--- src/rtl/mirror_display.sv ---
// mirror_display: debounced 2-bit source select mirroring one of four sensor bytes to Display.
// Optional low-fuel comparator is enabled by defining MIRROR_DISPLAY_LOW_FUEL_EN.
module mirror_display #(
    parameter int         DEBOUNCE_CYCLES = 4,
    parameter logic [7:0] LOW_FUEL_THRESH = 8'd16
) (
    input  logic       clk,
    input  logic       rst_n,
    input  logic [7:0] Temperature,
    input  logic [7:0] Average_mpg,
    input  logic [7:0] Instantaneous_mpg,
    input  logic [7:0] Miles_remaining,
    input  logic [1:0] SS,
    output logic [7:0] Display,
    output logic       display_update,
    output logic       low_fuel
);
    localparam logic [7:0] DB = 8'(DEBOUNCE_CYCLES);

    logic [1:0] r_sync1, r_sync2, r_active, r_cand, r_disp_sel;
    logic [7:0] r_cnt;
    logic       w_restart;
    logic [7:0] w_cnt_next;
    logic [7:0] w_src;

    always_comb begin
        w_restart  = (r_cnt == 8'd0) || (r_sync2 != r_cand);
        w_cnt_next = w_restart ? 8'd1 : r_cnt + 8'd1;
        w_src      = (r_active == 2'b00) ? Temperature :
                     (r_active == 2'b01) ? Average_mpg :
                     (r_active == 2'b10) ? Instantaneous_mpg : Miles_remaining;
    end

    always_ff @(posedge clk or negedge rst_n) begin
        if (!rst_n) begin
            r_sync1 <= 2'b00;
            r_sync2 <= 2'b00;
        end else begin
            r_sync1 <= SS;
            r_sync2 <= r_sync1;
        end
    end

    // Candidate is committed on the edge where its hold count reaches DB.
    always_ff @(posedge clk or negedge rst_n) begin
        if (!rst_n) begin
            r_active <= 2'b00;
            r_cand   <= 2'b00;
            r_cnt    <= 8'd0;
        end else if (r_sync2 == r_active) begin
            r_cnt <= 8'd0;
        end else begin
            r_cand <= r_sync2;
            if (w_cnt_next == DB) begin
                r_active <= r_sync2;
                r_cnt    <= 8'd0;
            end else begin
                r_cnt <= w_cnt_next;
            end
        end
    end

    // r_disp_sel remembers which source produced the current Display value.
    always_ff @(posedge clk or negedge rst_n) begin
        if (!rst_n) begin
            Display        <= 8'h00;
            display_update <= 1'b0;
            r_disp_sel     <= 2'b00;
        end else begin
            Display        <= w_src;
            display_update <= (r_active != r_disp_sel);
            r_disp_sel     <= r_active;
        end
    end

`ifdef MIRROR_DISPLAY_LOW_FUEL_EN
    always_ff @(posedge clk or negedge rst_n) begin
        if (!rst_n) low_fuel <= 1'b0;
        else        low_fuel <= (Miles_remaining < LOW_FUEL_THRESH);
    end
`else
    logic [7:0] w_unused_thresh;
    assign w_unused_thresh = LOW_FUEL_THRESH;
    assign low_fuel        = 1'b0;
`endif
endmodule

--- config.mk ---
export PLATFORM = sky130hd
export DESIGN_NAME = mirror_display
export DESIGN_NICKNAME = d
export VERILOG_FILES = /design/src/rtl/mirror_display.sv
export SDC_FILE = /design/constraint.sdc
export NUM_CORES = 1
export LEC_CHECK = 0
export CAP_MARGIN = 20
export CORE_MARGIN = 8
export CORE_UTILIZATION = 39
export CTS_CLUSTER_DIAMETER = 40
export CTS_CLUSTER_SIZE = 10
export DETAILED_ROUTE_END_ITERATION = 10
export PLACE_DENSITY_LB_ADDON = 0.05
export SYNTH_ARGS = -nofsm -noshare
export SYNTH_HDL_FRONTEND = slang
export SYNTH_SLANG_ARGS = --single-unit
--- constraint.sdc ---
create_clock -name clk -period 2 [get_ports clk]
set_clock_uncertainty 0.15 [all_clocks]
set_input_delay 0.4 -clock clk [delete_from_list [all_inputs] [get_ports clk]]
set_output_delay 0.4 -clock clk [all_outputs]
set_load 0.005 [all_outputs]
; After elaboration in Yosys (flattened, before gate mapping)
; Cells that the tools add are included.
[op_classes]
add_sub_neg = 1
n_eq_ne = 6
muxes = 6
bitwise = 1
reduce_logical = 4
[op_table]
columns = operator, count
row1 = $mux W8, 6
row2 = $add A8 B1 Y8 const B, 1
row3 = $eq A8 B3 Y1 const B, 1
row4 = $logic_not A8 Y1, 1
row5 = $ne A2 B2 Y1, 2
row6 = $eq A2 B1 Y1 const B, 1
row7 = $eq A2 B2 Y1, 1
row8 = $eq A2 B2 Y1 const B, 1
row9 = $logic_not A2 Y1, 1
row10 = $reduce_and A2 Y1, 1
row11 = $logic_or A1 B1 Y1, 1
row12 = $not A1 Y1, 1
[totals]
register_bits = 27
input_bits = 36
out_inout_bits = 10
wordCells = 26

; Longest topological paths before layout
[depth]
ltp_word = 6
mapped_depth = 6
mapped_depth_nobuf = 6

; Worst setup path after synthesis
; No wires, ideal clock.
[synth_timing]
path_kind = reg2reg
from = register r_cnt[0]
to = register r_active[0]
setup_time_ns = 0.128
arrival_ns = 1.716
required_time_ns = 1.722
path_slack_ns = 0.006
path_stages_with_launch = 7
n_path_buf = 0
synth_period_minus_slack_ns = 1.994
cell_sequence = dfrtp_1 ha_1 nand3_1 xor2_1 nand4_1 nor4b_4 mux2_1
[synth_between]
elab_chain_len = 5
[synth_rtl]
columns = item, line
row1 = "start, declared", 21  ; logic [7:0] r_cnt;
row2 = "start signal, assigned", 58  ; r_cnt <= w_cnt_next;
row3 = "parallel branches: the longest is 2 deep, another holds $add A8 B1 Y8", --
row4 = $mux W8 (*), 28  ; w_cnt_next = w_restart ? 8'd1 : r_cnt + 8'd1;
row5 = $eq A8 B3 Y1 (*), 54  ; if (w_cnt_next == DB) begin
row6 = $reduce_and A2 Y1 (no line) (*), --
row7 = "end signal, assigned", 55  ; r_active <= r_sync2;
row8 = "end, declared", 20  ; logic [1:0] r_sync1, r_sync2, r_active, r_cand, r_disp_sel;
; Mark *: on every way between the ends.
; A chain may end at the register's enable or synchronous reset.

; Worst setup path in the final report
[layout_timing]
from = register r_cnt[2]
to = register r_active[1]
; The elaborated chain is that of the path after synthesis.

==> flow_results.org <==
** Min path
- The startpoint identified for the worst hold timing path is r_sync1[0].
- Hold/Removal Path Class :: reg2reg
- The worst hold path was traced through 0 stages.
- Hold Path Sink :: r_sync2[0]

** Cells and area
- In the final layout, flip-flops and latches occupy between 600 and 700 um2.
- Cells fill between 60 and 70% of the core in the end.
- The area growth from synthesis to layout is 54.7%.
- Area occupied by multi-input gates :: ~630 um2
- NumNets Final :: roughly 190
- The filler cells instantiated in the layout total roughly 250.
- Fin cells :: roughly 190
- Diode count :: 0
- In the final layout, the share of cells above drive strength 1 is 27.9%.

** Placed design
- Input and output buffers added on the ports amount to 44.
- The number of placed instances, taps included, is 183.
- Last weighted congestion value of the routability-driven placer :: approximately 0.8
- Hpwl dp :: about 2200 um

** Critical path
- Startpoint of the worst-slack reg-to-reg timing path :: r_cnt[2]
- Worst path cell trace :: and4_4 > nand3_2 > a2bb2oi_2 > nor4b_4 > mux2_4
- Critical path's largest stage delay :: approximately 530 ps
- Largest delay contributor family on the critical path :: simple AND/OR/NAND/NOR gates
- The worst register-to-register path has a depth of 5.
- Startpoint-to-endpoint class of the critical path :: reg2reg
- Setup slack on the worst flop-to-flop path :: -40 ps
- Among all stages on the critical path, the largest delay is contributed by sky130_fd_sc_hd__dfrtp_1.
- Of all nets on the critical path, the largest fanout is 6.
- The worst setup path is launched from a flip-flop.
- Data on the critical path is required at its endpoint by 2070 ps.
- Data arrives at the worst endpoint at roughly 2100 ps.
- Counting both buffers and inverters, the worst setup path holds a total of 0.
- STA classifies the critical path endpoint as a flip-flop.
- The worst register-to-register path ends at r_active[1].

** Clock tree
- TritonCTS clock tree :: done
- Sink Count :: 27
- Clock-pin slew was measured on the worst setup and hold paths at approximately 140 ps.
- Counting along the longest clock path gives a buffer depth of 2.
- Clk_lat worst skew :: around 320 ps
- Number of CTS-inserted buffers :: 3
- Clk Tree Root Cell :: sky130_fd_sc_hd__clkbuf_4
- CTS built an H-tree with a depth of 1.

** Synthesis
- Count of warnings emitted by yosys :: 0
- Fraction of the mapped netlist area in adder cells :: around 2.0%
- XOR/XNOR share of the synthesized area :: a little under a tenth
- Mapped Cells :: a little over 90
- By area the synthesized netlist is led by sky130_fd_sc_hd__dfrtp_1 54%, sky130_fd_sc_hd__mux4_2 14%, sky130_fd_sc_hd__xor2_1 5.6%, sky130_fd_sc_hd__mux2_1 3.6%, sky130_fd_sc_hd__xnor2_1 3.5%.
- The synthesized netlist contains 24 unique library cells.
- Sequential cells were found to cover approximately 54% of the synthesized design area.
- Post-synthesis mux area share :: between 10% and 20%
- sky130_fd_sc_hd__dfrtp_1 takes more of the synthesized area than any other cell.
- Register bit total from synthesis :: 27
- In this run the cell area of the synthesized design comes to between 1000 and 1500 um2.
- Counting every net in the synthesized netlist gives between 100 and 150.
- Proportion of netlist area held by the largest area contributor :: roughly 54%
- Main combinational cell family by area after synthesis :: multiplexers
- Complex-gate fraction of the synthesized area :: 2.00%
- Averaged over all synthesized cells, the footprint is between 10 and 15 um2.
- The synthesized netlist devotes between 10% and 20% of its cell area to simple gates.

** Routing
- The detailed router placed 917 vias in this run.
- Number of remaining DRC errors :: 0
- The highest layer touched by signal routing is met4.
- Post-Route WL :: roughly 2900 um
- In the final routed layout, each cell accounts on average for ~15 um.
- In the detailed route, the total length drawn on met2 is around 1700 um.
- After detailed routing, the wire length on met1 is 1080 um.
- Dividing the detail-routed via count by the number of cells gives 4.80.
- Before antenna repair, the detailed router went through 4 iterations.
- Met3 wire length :: about 150 um
- Antenna violation net count after detailed routing :: 0
- The detailed router finished its first iteration with 49 violations.

** Floorplanning
- I/O pin total :: 46
- Standard cell core area :: between 3000 and 4000 um2
- Total number of placement rows :: 20
- Initial core utilization :: about two fifths
- Chip height :: 72.6 um
- The die covers around 5300 um2.
- Floorplan die width :: just over 70 um

** Global route
- The first global-routing pass estimated between 4000 and 5000 um of wire.
- Total global-route track usage :: 11.5%
- Initial antenna violation count :: 0
- The via count of the first global-routing pass was about 1.1k.
- Maximum number of pins on one net before global-route repair :: 28
- The total overflow left after global routing is 0.

** Outcome
- The flow ran to the end, but the final reports show violations.
- The final reports fail on negative setup slack.

** STA
- Setup violations remaining at the end of the flow were counted as 2.
- Fraction of the cycle the final worst path needs :: 102%
- Setup repair after global routing could not meet its margin everywhere.
- Post-route setup slack :: -40.4 ps
- For the finished layout, the period the worst path requires is 2040 ps.
- The final hold violation count came to 0.
- The worst pin sits at a relative slew slack of 67.0%.
- Count of pins over their slew limit :: 0
- For the pin with the worst max-slew slack, the measured transition is around 490 ps.
- F_max :: 490 MHz

** Pwr
- Pwr Density :: ~840 nW/um2
- Peak supply drop :: 0.528 mV
- In this run the static leakage power is 0.780 nW.

** Job
- Max-cap violations in this run came to 0.
## power breakdown
group          internal, mW  total (mW)  switching, mW  leakage (nW)
Clock                0.0780       0.224          0.146        0.0150
Sequential            0.647       0.713         0.0664         0.337
Combinational         0.425       0.697          0.272         0.428
Total                  1.15        1.63          0.484         0.780
## cells by family after synthesis
family,Yosys count
other,1
AND/OR/NAND/NOR,27
AO/OA/AOI/OAI,3
flip-flops,27
XOR/XNOR,13
multiplexers,12
adder cells (fa/ha/maj),2
buffers and inverters,6
## registers in the layout, indices dropped and copies added, names as in the netlist
name,cells
r_cnt,8
r_active,2
display_update,1
r_sync1,2
r_sync2,2
r_cand,2
r_disp_sel,2
Display,8
## worst register-to-register path, cell delays in order (launching register included)
cell and delay (ps):
sky130_fd_sc_hd__dfrtp_1 530, sky130_fd_sc_hd__and4_4 290, sky130_fd_sc_hd__nand3_2 80, sky130_fd_sc_hd__a2bb2oi_2 180
sky130_fd_sc_hd__nor4b_4 380, sky130_fd_sc_hd__mux2_4 330
## layout by cell type (no fill, tap or decap), types with 3 or more instances in the layout
master	instances
sky130_fd_sc_hd__buf_6	3
sky130_fd_sc_hd__dfrtp_1	25
sky130_fd_sc_hd__nor2_1	10
sky130_fd_sc_hd__nand3_2	4
sky130_fd_sc_hd__xor2_1	6
sky130_fd_sc_hd__clkbuf_4	3
sky130_fd_sc_hd__clkdlybuf4s50_1	44
sky130_fd_sc_hd__mux4_2	8
sky130_fd_sc_hd__buf_4	8
sky130_fd_sc_hd__xnor2_1	4
## timing repair
item,in CTS,in global routing
gates resized for setup,6,15
setup endpoints to repair,2,2
setup buffers,3,1
pin swaps,5,6
hold buffers,0,0
## metrics by stage
| stage | instance area, um2 | setup TNS, ps | worst slack, ps | hold WS (ps) | total power [mW] |
|---|---|---|---|---|---|
| after floorplan | 1250 | 0 | 6.23 | -45.6 | 0.995 |
| after global routing | 1940 | -216 | -110 | 231 | 1.75 |
| after detailed placement | 1780 | -80.9 | -44.9 | 193 | 1.28 |
| final | 1940 | -78.2 | -40.4 | 220 | 1.63 |
| after CTS | 1850 | -90.2 | -46.1 | 224 | 1.56 |
| after global placement | 1780 | 0 | 25.3 | 184 | 1.28 |
## metal layers
layer  vias up  track usage (%)
met4         0             3.78
met1       462             10.9
met2        21             21.5
met5         -                0
met3         4             4.67
li1        430                -
## cell usage after synthesis, drive strengths merged
| master | instances |
|---|---|
| nor4b | 1 |
| a2bb2oi | 1 |
| xor2 | 8 |
| xnor2 | 5 |
| nand4b | 1 |
| buf | 2 |
| and4 | 1 |
| nand3 | 5 |
| nor3 | 2 |
| ha | 2 |
| nand4 | 2 |
| nor2 | 11 |
| and2 | 1 |
| clkbuf | 1 |
| dfrtp | 27 |
| mux4 | 8 |
| a21oi | 1 |
| o21ai | 1 |
| inv | 3 |
| nand2 | 3 |
| mux2 | 4 |
| conb | 1 |
## final cells by class
class                   count  share of cell area (%)
clock buffers               4                    1.36
multi-input cells          58                    32.4
well taps                  44                    2.84
flip-flops and latches     27                    35.0
inverters                   3                   0.711
repair buffers             55                    27.6
## worst max-delay path by stage
stage             start          end  slack, ps  cells past startpoint
2_1_floorplan  r_cnt[0]  r_active[0]          6                      6
3_3_place_gp   r_cnt[0]  r_active[0]         30                      7
3_5_place_dp   r_cnt[0]  r_active[1]        -40                      6
4_1_cts        r_cnt[1]  r_active[1]        -50                      6
5_1_grt        r_cnt[0]  r_active[0]       -110                      7
6_report       r_cnt[2]  r_active[1]        -40                      5
Note: power is estimated with default switching activity, not from simulation.
==> RTL change 1 (config.mk and constraints unchanged) <==
Register the inputs `Temperature`, `Average_mpg`, `Instantaneous_mpg` and `SS` before use, with the module's reset. The logic sees them one clock later. The other inputs are not delayed to match.
--- a/src/rtl/mirror_display.sv
+++ b/src/rtl/mirror_display.sv
@@ -19,2 +19,21 @@
 
+    logic [7:0] Temperature_q;
+    logic [7:0] Average_mpg_q;
+    logic [7:0] Instantaneous_mpg_q;
+    logic [1:0] SS_q;
+
+    always_ff @(posedge clk or negedge rst_n) begin
+        if (!rst_n) begin
+            Temperature_q       <= '0;
+            Average_mpg_q       <= '0;
+            Instantaneous_mpg_q <= '0;
+            SS_q                <= '0;
+        end else begin
+            Temperature_q       <= Temperature;
+            Average_mpg_q       <= Average_mpg;
+            Instantaneous_mpg_q <= Instantaneous_mpg;
+            SS_q                <= SS;
+        end
+    end
+
     logic [1:0] r_sync1, r_sync2, r_active, r_cand, r_disp_sel;
@@ -28,5 +47,5 @@
         w_cnt_next = w_restart ? 8'd1 : r_cnt + 8'd1;
-        w_src      = (r_active == 2'b00) ? Temperature :
-                     (r_active == 2'b01) ? Average_mpg :
-                     (r_active == 2'b10) ? Instantaneous_mpg : Miles_remaining;
+        w_src      = (r_active == 2'b00) ? Temperature_q :
+                     (r_active == 2'b01) ? Average_mpg_q :
+                     (r_active == 2'b10) ? Instantaneous_mpg_q : Miles_remaining;
     end
@@ -38,3 +57,3 @@
         end else begin
-            r_sync1 <= SS;
+            r_sync1 <= SS_q;
             r_sync2 <= r_sync1;
Formal check against the unedited RTL: not equivalent (Yosys sat finds a counterexample within 4 cycles, from zero or initial values and one cycle with rst_n low).
==> RTL change 1 against the unedited design <==
Sequential share of layout area is 14 points higher; global-route usage fell by 1.1 points; power grew 54%; utilization down 6.4 points; cell count increased by 29%; worst setup slack better by 0.024 ns; synthesized area grew 52%; largest cell class unchanged; fmax is 1.2% higher; sequential cell count rose by 26; largest power group unchanged; design area is 39% higher; the flow still finishes with violations (negative setup slack); routed wire length increased by 21%; via count rose by 22%.
==> RTL change 1: results (changes against the unedited design) <==
| Metric | Value |
|---|---|
| Register area share after synthesis | `69.74% (+16 points)` |
| Crit path arrival time | `2.05 ns (-0.06 ns)` |
| XOR/XNOR Fraction of Synth Area | `5.987% (-3.1 points)` |
| Setup TNS | `-0.02914 ns (+0.04906 ns)` |
| Final setup fails | `2 (unchanged)` |
| Compound-Gate Fraction of Synth Area | `1.316% (-0.68 points)` |
| Pleak | `1.121 nW (+44%)` |
| Skew-Pair Late Insertion Delay | `0.30 ns (-0.02 ns)` |
| Max VDD drop | `500.2 uV (-5.3%)` |
| GPL Wtd Cong | `0.8173 (+1.6%)` |
| Gr usage total | `10.38% (-1.1 points)` |
| Top fanout value on the critical path | `4 (-2)` |
| Drt initial violations | `33 (-33%)` |
| Clock-pin slew on the worst setup and hold paths | `0.09 ns (-0.05 ns)` |
| R2R depth | `6 (+1)` |
| Synth top area cells | `dfrtp_1, mux4_2, xor2_1` |
| Final worst setup slack | `-0.01641 ns (+0.02401 ns)` |
| Total number of H-tree levels | `2 (+1)` |
| Outcome | `finished, violations left` |
| WL per Instance | `14.25 um (-6.5%)` |
| Fill cell count | `402 (+58%)` |
| Layout cells sized above 1 | `25.00% (-2.9 points)` |
| Num CTS Buffers | `5 (+2)` |
| Failing checks | `negative setup slack` |
| DP Area | `2477 um^2 (+39%)` |
| Largest net degree at the start of global routing | `54 (+93%)` |
| Vias in the first global route | `1303 (+21%)` |
[RTL change 1: changes by cell type after synthesis, sizes merged]
cell,before,now
dfrtp,27,53
[RTL change 1: cells by family (layout without fill, tap and decap cells)]
family | after synthesis | count (layout)
mux | 12 | 12
simple gates | 27 | 27
fa+ha+maj | 2 | 2
flops | 53 | 53
xor+xnor | 13 | 13
compound gates | 3 | 3
other cells | 1 | 1
buf+inv | 6 | 69
[RTL change 1: worst min path at each step]
stage                                   to  slack (ns)        from
after CTS                       r_sync2[0]        0.21  r_sync1[0]
after global routing            r_sync1[0]        0.23     SS_q[0]
after detailed placement        r_sync2[0]        0.19  r_sync1[0]
after floorplan           Average_mpg_q[0]       -0.05       rst_n
after global placement          r_sync2[0]        0.18  r_sync1[0]
final                           r_sync2[0]        0.21  r_sync1[0]
[RTL change 1: layout make-up]
class                      instances  area [um^2]  share of cell area [%]
timing repair buffer              58        555.5                   20.65
clock buffer                       6        82.58                   3.070
inverter                           3        11.26                  0.4186
sequential                        53         1329                   49.40
clock inverter                     2        17.52                  0.6512
multi-input combinational         58        610.6                   22.70
tap                               67        83.83                   3.116
[RTL change 1: what timing repair did]
item                                   in CTS  in global routing
buffers inserted                            1                  4
pin swaps                                   2                  6
hold buffers                                1                  0
setup endpoints to repair                   2                  2
endpoints found under the hold margin      53                  0
gates resized for setup                     3                  9
[RTL change 1: per-stage QoR]
stage / std cells / hold slack [ns] / setup WS (ns) / utilization (%)
floorplan: 117 / -0.04559 / 0.006225 / -
global placement: 233 / 0.1831 / 0.009864 / 52.45
detailed placement: 233 / 0.1865 / -0.07425 / 52.45
CTS: 243 / 0.2099 / -0.06457 / 55.18
global route: 247 / 0.2319 / -0.1181 / 56.95
finish: 247 / 0.2102 / -0.01641 / 56.95
[RTL change 1: worst register-to-register path, cell delays in order, from the launching register on]
cell	delay, ns
dfrtp_2	0.45
buf_4	0.15
nand3_1	0.11
xor2_2	0.19
nand4_1	0.17
nor4b_4	0.36
mux2_4	0.33
[RTL change 1: where the power goes]
part           internal (mW)  switching [mW]
combinational          0.390           0.253
sequential              1.20          0.0610
clock                  0.287           0.334
[RTL change 1: layer usage]
layer / up-vias / track usage [%] / part of all wire [%]
met5: - / 0 / 0
met4: 0 / 3.822 / 1.1
met3: 4 / 4.011 / 6.1
met2: 33 / 17.70 / 51
met1: 558 / 11.43 / 42
li1: 522 / - / -
==> RTL change 2 (same settings) <==
Without the edit above. Put one more register stage on the output `Display`, cleared by the reset. The value now appears one clock later. The other outputs are not delayed to match.
--- a/src/rtl/mirror_display.sv
+++ b/src/rtl/mirror_display.sv
@@ -18,2 +18,4 @@
     localparam logic [7:0] DB = 8'(DEBOUNCE_CYCLES);
+
+    logic [7:0] Display_s0;
 
@@ -65,3 +67,3 @@
         if (!rst_n) begin
-            Display        <= 8'h00;
+            Display_s0     <= 8'h00;
             display_update <= 1'b0;
@@ -69,3 +71,3 @@
         end else begin
-            Display        <= w_src;
+            Display_s0     <= w_src;
             display_update <= (r_active != r_disp_sel);
@@ -85,2 +87,10 @@
 `endif
+    always_ff @(posedge clk or negedge rst_n) begin
+        if (!rst_n) begin
+            Display <= '0;
+        end else begin
+            Display <= Display_s0;
+        end
+    end
+
 endmodule
Behaviour: not the same (a bounded check fails within 4 cycles, from zero or initial values and one cycle with rst_n low).
==> RTL change 2 against the unedited design <==
The flow still finishes with violations (negative setup slack); sequential cell count increased by 8; clock power increased by 110%; routed wire length increased by 7.6%; sequential power increased by 32%; design area increased by 12%; synthesized area increased by 15%; worst hold slack got worse by 0.020 ns; worst setup slack got worse by 0.061 ns; via count increased by 8.7%; power increased by 25%; sequential share of layout area increased by 5.7 points; count of clock-buffer cells in the layout increased by 3.
==> RTL change 2: results (changes against the unedited design) <==
| Metric | Value |
|---|---|
| WHS Endpoint | `Display[7]` |
| GPL Wtd Cong | `0.8018 (-0.34%)` |
| # diodes | `0 (unchanged)` |
| Clk root buf | `clkbuf_8` |
| Skew-Pair Late Insertion Delay | `0.28 ns (-0.04 ns)` |
| Crit path arrival time | `around 2.1 ns` |
| Yosys warns | `0 (unchanged)` |
| Drt initial violations | `26 (-47%)` |
| Largest net degree at the start of global routing | `36 (+29%)` |
| First-pass GRT wire length | `5216 um (+12%)` |
| Hold depth | `0 (unchanged)` |
| Placed Cells | `199 (+8.7%)` |
| Cells after Synth | `98 (+7.7%)` |
| Total number of H-tree levels | `2 (+1)` |
| Top fanout value on the critical path | `6 (unchanged)` |
| DP Wirelength | `2465 um (+12%)` |
| R2R depth | `6 (+1)` |
| Gr usage total | `11.36% (-0.10 points)` |
| R2r endpoint | `r_active[1]` |
| Multiplexer share of the synthesized area | `16.16% (-1.8 points)` |
| Final non-filler cell total | `210 (+9.9%)` |
| Setup TNS | `-0.1965 ns (-0.1183 ns)` |
| Failing checks | `negative setup slack` |
| Register area share after synthesis | `60.82% (+6.8 points)` |
| Clk buf depth | `2 (unchanged)` |
| Worst slew margin | `60.95% (-6.1 points)` |
| Worst Hold Launch | `Display_s0[7]` |
| DP Area | `2033 um^2 (+14%)` |
| Most instantiated cells after synthesis | `dfrtp_1, nor2_1, xor2_1` |
| Num CTS Buffers | `5 (+2)` |
| Layout cells sized above 1 | `25.31% (-2.6 points)` |
| Vias in the first global route | `1091 (+1.4%)` |
| Post-Syn Nets | `136 (+5.4%)` |
| Synth Area in Adders | `1.738% (-0.26 points)` |
| Fraction of registers with async set/reset | `100.0% (unchanged)` |
| Worst Hold Class | `reg -> reg` |
| Place WS | `-0.1445 ns (-0.09961 ns)` |
| XOR/XNOR Fraction of Synth Area | `7.906% (-1.2 points)` |
| DR vias | `997 (+8.7%)` |
| Clock-pin slew on the worst setup and hold paths | `0.06 ns (-0.08 ns)` |
| Netlist cell types | `25 (+4.2%)` |
| WL per Instance | `14.91 um (-2.2%)` |
| I/O Buffers | `44 (unchanged)` |
| R2R Path Start | `r_cnt[0]` |
| Final nets | `199 (+7.0%)` |
| Pleak | `0.9000 nW (+15%)` |
| Leading registers by flop count | `Display (8), Display_s0 (8), r_cnt (8)` |
| P_sw | `546.2 uW (+13%)` |
| Synth top area cells | `dfrtp_1, mux4_2, xor2_1` |
| Final setup fails | `2 (unchanged)` |
| Final worst setup slack | `-0.1015 ns (-0.06106 ns)` |
| WHS | `0.1997 ns (-0.02026 ns)` |
| Max VDD drop | `496.2 uV (-6.0%)` |
| Compound-Gate Fraction of Synth Area | `2.085% (+0.085 points)` |
| Outcome | `finished, violations left` |
-- RTL change 2: cell type report --
type / instances / area [um^2]
Fill cell: 302 / 1448
Sequential cell: 35 / 878.3
Multi-Input combinational cell: 57 / 574.3
Timing Repair Buffer: 59 / 553.0
Clock buffer: 7 / 76.32
Tap cell: 48 / 60.06
Inverter: 3 / 11.26
Clock inverter: 1 / 5.005
-- RTL change 2: worst max-delay path by stage --
stage / from / to / depth (start not counted)
floorplan: r_cnt[0] / r_active[0] / 6
global placement: r_cnt[1] / r_active[0] / 6
detailed placement: r_cnt[1] / r_active[1] / 6
CTS: r_cnt[0] / r_active[1] / 6
global route: r_cnt[0] / r_active[1] / 6
finish: r_cnt[0] / r_active[1] / 6
-- RTL change 2: kinds of logic (layout without fill, tap and decap cells) --
logic type,count (synthesis),after routing
AO/OA/AOI/OAI,4,4
XOR/XNOR,13,13
adder cells (fa/ha/maj),2,2
buffers and inverters,6,70
flip-flops,35,35
multiplexers,12,12
other,1,1
AND/OR/NAND/NOR,25,25
-- RTL change 2: critical path, cell delays in order (launching register included) --
cell and delay, ns:
dfrtp_2 0.45, ha_4 0.19, buf_4 0.13, a21boi_1 0.11, a41oi_1 0.06, or4b_4 0.58
mux2_4 0.31
-- RTL change 2: power by group through the flow --
| stage | logic [mW] | clock network, mW | registers [mW] |
|---|---|---|---|
| 6_report | 0.627 | 0.475 | 0.940 |
| 4_1_cts | 0.610 | 0.491 | 0.943 |
| 3_3_place_gp | 0.580 | 0 | 0.945 |
| 2_1_floorplan | 0.285 | 0 | 0.940 |
| 5_1_grt | 0.682 | 0.524 | 0.958 |
| 3_5_place_dp | 0.586 | 0 | 0.955 |
-- RTL change 2: timing repair --
item,in CTS,in global routing
setup endpoints to repair,3,3
buffers inserted,2,1
gates resized for setup,2,1
cloned,0,0
-- RTL change 2: metal layers --
layer / vias to the layer above / wire length, um / part of all wire, % / global-route usage, %
li1: 467 / - / - / -
met1: 493 / 1364 / 44 / 13.13
met2: 32 / 1493 / 48 / 17.50
met3: 5 / 213 / 6.8 / 4.895
met4: 0 / 60 / 1.9 / 5.769
met5: - / 0 / 0 / 0
